==> config.mk <==
export PLATFORM = sky130hd
export DESIGN_NAME = sc_reg_shifter
export DESIGN_NICKNAME = d
export VERILOG_FILES = /design/src/rtl/sc_reg_shifter.sv
export SDC_FILE = /design/constraint.sdc
export NUM_CORES = 1
export LEC_CHECK = 0
export ABC_AREA = 0
export BUFFER_PORTS_ARGS = -buffer_cell sky130_fd_sc_hd__buf_4
export CORE_ASPECT_RATIO = 1.1
export CORE_MARGIN = 2
export CORE_UTILIZATION = 45
export DETAILED_ROUTE_END_ITERATION = 7
export PLACE_DENSITY = 0.76
export SETUP_SLACK_MARGIN = 0.15
export SLEW_MARGIN = 20
export SYNTH_ARGS = -nofsm -noshare
export SYNTH_HDL_FRONTEND = slang
export SYNTH_SLANG_ARGS = --single-unit
export TNS_END_PERCENT = 100
==> constraint.sdc <==
create_clock -name SC_RegSHIFTER_CLOCK_50 -period 1.5 [get_ports SC_RegSHIFTER_CLOCK_50]
set_clock_uncertainty 0.1 [all_clocks]
set_input_delay 0.375 -clock SC_RegSHIFTER_CLOCK_50 [delete_from_list [all_inputs] [get_ports SC_RegSHIFTER_CLOCK_50]]
set_output_delay 0.375 -clock SC_RegSHIFTER_CLOCK_50 [all_outputs]
set_load 0.005 [all_outputs]
==> src/rtl/sc_reg_shifter.sv <==
// sc_reg_shifter: operand register shifted one bit per clock under Start/Busy/Done; Done pulses after edge k+N+1.
// No backpressure: Load/Start act only in IDLE. Define SC_REGSHIFTER_ROTATE_EN to add the rotate input.
module sc_reg_shifter #(
    parameter int                       DATAWIDTH_BUS      = 32,
    parameter logic [DATAWIDTH_BUS-1:0] DATA_REGSHIFT_INIT = '0,
    parameter int                       SHAMT_WIDTH        = 5
) (
    input  logic                     SC_RegSHIFTER_CLOCK_50,
    input  logic                     SC_RegSHIFTER_RESET_InHigh,
    input  logic [DATAWIDTH_BUS-1:0] SC_RegSHIFTER_DataBUS_In,
    input  logic                     SC_RegSHIFTER_Load_InHigh,
    input  logic                     SC_RegSHIFTER_Start_InHigh,
    input  logic                     SC_RegSHIFTER_Dir_InHigh,
    input  logic                     SC_RegSHIFTER_Arith_InHigh,
    input  logic [SHAMT_WIDTH-1:0]   SC_RegSHIFTER_Shamt_In,
`ifdef SC_REGSHIFTER_ROTATE_EN
    input  logic                     SC_RegSHIFTER_Rotate_InHigh,
`endif
    output logic [DATAWIDTH_BUS-1:0] SC_RegSHIFTER_DataBUS_Out,
    output logic                     SC_RegSHIFTER_Busy_Out,
    output logic                     SC_RegSHIFTER_Done_Out
);

    typedef enum logic [1:0] {
        StIdle  = 2'd0,
        StShift = 2'd1,
        StDone  = 2'd2
    } stateType;

    stateType                 stateReg, stateNext;
    logic [DATAWIDTH_BUS-1:0] dataReg, dataNext, shiftedData;
    logic [SHAMT_WIDTH-1:0]   countReg, countNext;
    logic                     dirReg, dirNext;
    logic                     arithReg, arithNext;
    logic                     doneReg;
    logic                     fillLeft, fillRight;
`ifdef SC_REGSHIFTER_ROTATE_EN
    logic                     rotReg, rotNext;
`endif

    // Bit entering the vacated end; rotate takes precedence over sign fill.
    always_comb begin
`ifdef SC_REGSHIFTER_ROTATE_EN
        fillLeft  = rotReg ? dataReg[DATAWIDTH_BUS-1] : 1'b0;
        fillRight = rotReg ? dataReg[0] : (arithReg & dataReg[DATAWIDTH_BUS-1]);
`else
        fillLeft  = 1'b0;
        fillRight = arithReg & dataReg[DATAWIDTH_BUS-1];
`endif
        if (dirReg) begin
            shiftedData = {fillRight, dataReg[DATAWIDTH_BUS-1:1]};
        end else begin
            shiftedData = {dataReg[DATAWIDTH_BUS-2:0], fillLeft};
        end
    end

    always_comb begin
        stateNext = stateReg;
        dataNext  = dataReg;
        countNext = countReg;
        dirNext   = dirReg;
        arithNext = arithReg;
`ifdef SC_REGSHIFTER_ROTATE_EN
        rotNext   = rotReg;
`endif
        case (stateReg)
            StIdle: begin
                if (SC_RegSHIFTER_Load_InHigh) begin
                    dataNext = SC_RegSHIFTER_DataBUS_In;
                end else if (SC_RegSHIFTER_Start_InHigh) begin
                    if (SC_RegSHIFTER_Shamt_In != '0) begin
                        dirNext   = SC_RegSHIFTER_Dir_InHigh;
                        arithNext = SC_RegSHIFTER_Arith_InHigh;
`ifdef SC_REGSHIFTER_ROTATE_EN
                        rotNext   = SC_RegSHIFTER_Rotate_InHigh;
`endif
                        countNext = SC_RegSHIFTER_Shamt_In;
                        stateNext = StShift;
                    end else begin
                        stateNext = StDone;
                    end
                end
            end
            StShift: begin
                dataNext  = shiftedData;
                countNext = countReg - SHAMT_WIDTH'(1);
                if (countReg == SHAMT_WIDTH'(1)) begin
                    stateNext = StDone;
                end
            end
            StDone: begin
                stateNext = StIdle;
            end
            default: begin
                stateNext = StIdle;
            end
        endcase
    end

    always_ff @(posedge SC_RegSHIFTER_CLOCK_50) begin
        if (SC_RegSHIFTER_RESET_InHigh) begin
            stateReg <= StIdle;
            dataReg  <= DATA_REGSHIFT_INIT;
            countReg <= '0;
            dirReg   <= 1'b0;
            arithReg <= 1'b0;
            doneReg  <= 1'b0;
`ifdef SC_REGSHIFTER_ROTATE_EN
            rotReg   <= 1'b0;
`endif
        end else begin
            stateReg <= stateNext;
            dataReg  <= dataNext;
            countReg <= countNext;
            dirReg   <= dirNext;
            arithReg <= arithNext;
            // Done is registered off the DONE state, giving the k+N+1 completion edge.
            doneReg  <= (stateReg == StDone);
`ifdef SC_REGSHIFTER_ROTATE_EN
            rotReg   <= rotNext;
`endif
        end
    end

    assign SC_RegSHIFTER_DataBUS_Out = dataReg;
    assign SC_RegSHIFTER_Busy_Out    = (stateReg == StShift);
    assign SC_RegSHIFTER_Done_Out    = doneReg;

endmodule

# [Word level (Yosys, flattened, before mapping)]
# Cells that the tools add are included.
[totals] regBits=42 latch_bits=0 mem_bits_rw=0 mem_bits_ro=0 input_bits=43 out_inout_bits=34 elab_cells=36 n_memories=0
[classes] add_sub_neg=1 multipliers=0 div=0 magnitude_cmp=0 eq_ne=8 n_shift=0 mux=12 bitwise_logic=2 n_reduce_logical=7
[op_table] op="32-bit two-way mux" n=2
[op_table] op="32-bit one-hot mux with 2 select lines" n=1
[op_table] op="5-bit two-way mux" n=3
[op_table] op="5-bit one-hot mux with 2 select lines" n=1
[op_table] op="2-bit two-way mux" n=4
[op_table] op="2-bit != test (second input constant)" n=4
[op_table] op="4-bit AND reduction" n=2
[op_table] op="5-bit by 1-bit == test with 1-bit output (second input constant)" n=1
[op_table] op="5-bit nonzero test" n=1
[op_table] op="5-bit by 1-bit subtractor with 5-bit output (second input constant)" n=1
[op_table] op="2-bit one-hot mux with 2 select lines" n=1
[op_table] op="3-bit AND reduction" n=1
[op_table] op="2-bit by 1-bit == test with 1-bit output (second input constant)" n=1
[op_table] op="2-bit == test (second input constant)" n=1
[op_table] op="2-bit logical NOT" n=1
[op_table] op="2-bit by 1-bit != test with 1-bit output (second input constant)" n=1
[op_table] op="2-bit AND reduction" n=1
[op_table] op="2-bit nonzero test" n=1
[op_table] op="1-bit AND" n=1
[op_table] op="1-bit NOT" n=1

# [Depth between registers and ports, before layout]
[depth] word_depth=5 depth_mapped=7 depth_no_buf=6

# [Worst setup path before layout]
# No wires, ideal clock.
[synth_path] path_kind="input port to flip-flop" start="input port SC_RegSHIFTER_Load_InHigh" end="register countReg[1]" setup_ps=71 arrival_ps=1404 t_required_ps=1329 path_slack_ps=-75 path_stages=5 n_path_buf=1 cell_sequence="nand2b_1 -> a221o_1 -> buf_2 -> a211o_1 -> a21oi_1"
[synth_via] elab_chain_cells=2
[synth_rtl] item="from (decl)" line_no="11" source="input logic SC_RegSHIFTER_Load_InHigh,"
[synth_rtl] item="2-bit != test (no line)"
[synth_rtl] item="4-bit AND reduction (no line)"
[synth_rtl] item="to (signal assigned)" line_no="114" source="countReg <= countNext;"
[synth_rtl] item="to (decl)" line_no="32" source="logic [SHAMT_WIDTH-1:0] countReg, countNext;"
# No other way between the ends.
# A chain may end at the register's enable or synchronous reset.

# [Worst setup path in the final report]
[layout_path] start="register stateReg[1]" end="output port SC_RegSHIFTER_Busy_Out"
[layout_via] elab_chain_cells=1
[layout_rtl] item="from (decl)" line_no="30" source="stateType stateReg, stateNext;"
[layout_rtl] item="from (signal assigned)" line_no="102" source="stateReg <= StIdle;"
[layout_rtl] item="from (signal assigned)" line_no="112" source="stateReg <= stateNext;"
[layout_rtl] item="2-bit by 1-bit == test with 1-bit output" line_no="126" source="assign SC_RegSHIFTER_Busy_Out = (stateReg == StShift);"
[layout_rtl] item="to (decl)" line_no="20" source="output logic SC_RegSHIFTER_Busy_Out,"
# No other way between the ends.

==> results.cfg <==
[global_route]
grt_pass1_wl_mm = 10.62
grt_usage_pct = 23.68
grt_pass1_vias = 2197
grt_max_degree = 41
antenna_found_initial = 0
grt.overflow.total = 0

[timing]
finalHoldViolCount = 0
max_freq_mhz = 694.7
rsz0062_at_grt = yes
setup_viol = 0
period_needed_ns = 1.439
slew_violations = 0
holdWs_ns = 0.2135
fin_crit_sh_pct = 95.96
slew_headroom_pct = 76.58
worst_pin_slew_ns = 0.3513

[routing]
drt-initial-drc-count = 163
ant_nets = 0
wirelength_mm = 7.422
dr.pass1.iters = 4
drcViolationCount = 0
vias = 2457
wl_per_cell_um = 17.46
viasPerCell = 5.781

[clock_tree]
cts_sinks = 42
clkLatencyLatePin_ns = 0.30
root_buffer = clkbuf_8
cts_buffers = 5
hold_buffers = 0
cts_buffer_depth = 2
cts_tree = yes
cts_htree_levels = 2
clkTransAtPathRegs_ns = 0.08

[critical_path]
critPathKind = register to primary output
reg2reg_from = stateReg[0]$_SDFFE_PP0P_
worstReg2RegEnd = SC_RegSHIFTER_DataBUS_Out[2]$_SDFFE_PP0P_
cp-end-kind = primary output
reg2reg_depth = 5
r2r_slack_ns = 0.07
critical_path_required_ns = 1.02
cp_slowest_cell = dfxtp_4
critical_path.cell_chain = nand2b_4 > inv_4 > buf_6
critical_path_arrival_ns = 0.96
critPathMaxFanout = 3
cp_slowest_stage_delay_ns = 0.35
start_kind = register

[flow_run]
cap_viol_max_count = 0

[die]
die_h_um = 77.77
ioPinCount = 77
core-area_um2 = 4717
rows = 26
fp.dieW_um = 71.06
die-area_um2 = 5526
initial_core_util_pct = 47.19

[final_layout]
syn_to_final_growth_pct = 54.13
final_util_pct = 72.73
design_area_um2 = 3431
drive_gt1_share_pct = 38.75
finalNetCount = 414
diodes = 0

[power_and_ir_drop]
internal_power_mw = 2.126
seqPwrFrac_pct = 43.8
p_comb_share_pct = 33.7
power_switching_share_pct = 32.06
clockPowerShare_pct = 22.5
ir_drop_mv = 0.5212
cellLeakagePower_nw = 1.390
p_sw_mw = 1.003
powerDensity_nw_per_um2 = 912.2

[yosys]
synthArstFlopShare_pct = 0
ys_ff_latch = 42
synth_top_area_share_pct = 37.77
yosysWarnings = 0
ys_seq_area_share_pct = 37.77
syn_area_um2 = 2226
yosys.area.top_type = dfxtp_1
synth-edff-count = 0
synth_area_leaders = dfxtp_1 (38%), mux2i_1 (14%), nor2_1 (11%), a211oi_1 (10%), a21oi_1 (8.3%)
syn_inst = 281
synthFlopType = dfxtp_1
yosys.cell_types.count = 30
synthesis.nets = 326
avgSynthCellArea_um2 = 7.921

[worst_hold_path]
worstHoldPathType = input pin to register
min_to = arithReg$_SDFFE_PP0P_
holdPathStages = 3
worst_hold_startpoint = SC_RegSHIFTER_Arith_InHigh

[place]
hpwl_mm = 4.105
port_buffers = 76
gp_congestion = 0.8084
dpl_cell_area_um2 = 2928

[run_status]
status = completed
-- flip-flops by register name, indices dropped and copies added (netlist names) --
register	flops
SC_RegSHIFTER_DataBUS_Out	32
countReg	5
stateReg	2
SC_RegSHIFTER_Done_Out	1
arithReg	1
dirReg	1
-- placed cells by master (no fill, tap or decap), types with 2 or more instances in the layout --
cell type,n
mux2i_1,29
nand2_1,8
inv_4,2
nor3_1,3
a211oi_1,28
a21o_1,2
dfxtp_4,3
dfxtp_1,37
nor2_4,4
nor2_1,59
nand3_1,4
a21oi_2,3
mux2i_2,2
a21oi_1,34
clkbuf_8,5
nand2b_4,2
o21ai_1,3
nor2_2,6
buf_6,4
clkbuf_16,6
nor3_2,2
clkbuf_1,2
dfxtp_2,2
buf_12,6
buf_4,87
inv_1,3
a211oi_2,3
-- how the worst max path moves through the flow --
stage,slack (ns),cells after the start,from,to
final,0.06,3,stateReg[1]$_SDFFE_PP0P_,SC_RegSHIFTER_Busy_Out
after global routing,-0.03,5,stateReg[0]$_SDFFE_PP0P_,SC_RegSHIFTER_DataBUS_Out[28]$_SDFFE_PP0P_
after CTS,0.07,3,stateReg[1]$_SDFFE_PP0P_,SC_RegSHIFTER_Busy_Out
after detailed placement,-0.15,6,SC_RegSHIFTER_Shamt_In[3],countReg[0]$_SDFFE_PP0P_
after global placement,-0.12,6,SC_RegSHIFTER_Shamt_In[3],countReg[0]$_SDFFE_PP0P_
after floorplan,0.05,5,SC_RegSHIFTER_Load_InHigh,countReg[0]$_SDFFE_PP0P_
-- cell usage after synthesis (2+ instances only) --
cell type,n
nand3_1,4
nand2b_1,3
inv_2,2
buf_2,13
dfxtp_1,42
o21ai_1,3
clkbuf_1,11
a211oi_1,31
nor3_1,5
a21o_1,2
nand2_1,8
nor2_1,68
a21oi_1,37
mux2i_1,32
inv_1,4
ha_1,2
-- routing by layer --
metal | vias up | track usage, % | share of wire [%]
met4 | 0 | 7.925 | 1.4
met2 | 95 | 41.59 | 54
met3 | 9 | 4.286 | 6.0
met1 | 1179 | 28.87 | 39
met5 | - | 0 | 0
li1 | 1174 | - | -
-- timing repair --
item / in CTS / in global routing
buffers inserted: 6 / 2
pin swaps: 30 / 10
endpoints found under the setup margin: 42 / 41
gates resized for setup: 16 / 27
cloned: 2 / 7
-- layout make-up --
cell class	count	area [µm²]
inverter	6	27.53
clock buffer	7	76.32
sequential	42	854.6
multi-input combinational	210	1406
timing repair buffer	104	996.0
tap	56	70.07
fill	362	1286
-- kinds of logic (layout without fill, tap and decap cells) --
group	after synthesis	count (layout)	synth area share (%)
adders and majority gates	2	2	1.124
buffers and inverters	30	117	5.790
DFF	42	42	37.77
muxes	32	32	14.39
AOI/OAI and AO/OA	83	84	24.06
and+or+nand+nor	92	92	16.86
-- through the flow --
| stage | setup TNS, ns | setup WS (ns) | std cells | power, mW |
|---|---|---|---|---|
| after floorplan | 0 | 0.05410 | 281 | 1.812 |
| after global placement | -0.5038 | -0.1193 | 401 | 2.167 |
| after detailed placement | -0.7334 | -0.1535 | 401 | 2.190 |
| after CTS | 0 | 0.07490 | 416 | 2.937 |
| after global routing | -0.03551 | -0.02645 | 425 | 3.287 |
| final | 0 | 0.06061 | 425 | 3.130 |
-- power groups by stage --
| stage | Clock [mW] | Combinational, mW | Sequential (mW) |
|---|---|---|---|
| 2_1_floorplan | 0 | 0.454 | 1.36 |
| 3_3_place_gp | 0 | 0.786 | 1.38 |
| 3_5_place_dp | 0 | 0.806 | 1.38 |
| 4_1_cts | 0.708 | 0.873 | 1.36 |
| 5_1_grt | 0.765 | 1.13 | 1.39 |
| 6_report | 0.705 | 1.05 | 1.37 |
-- worst max-delay path, delay by kind of cell (launching register included) --
kind          cells  cell delay (ns)
flops             1             0.35
simple gates      1             0.16
buf+inv           2             0.16
(Power assumes the default switching activity.)
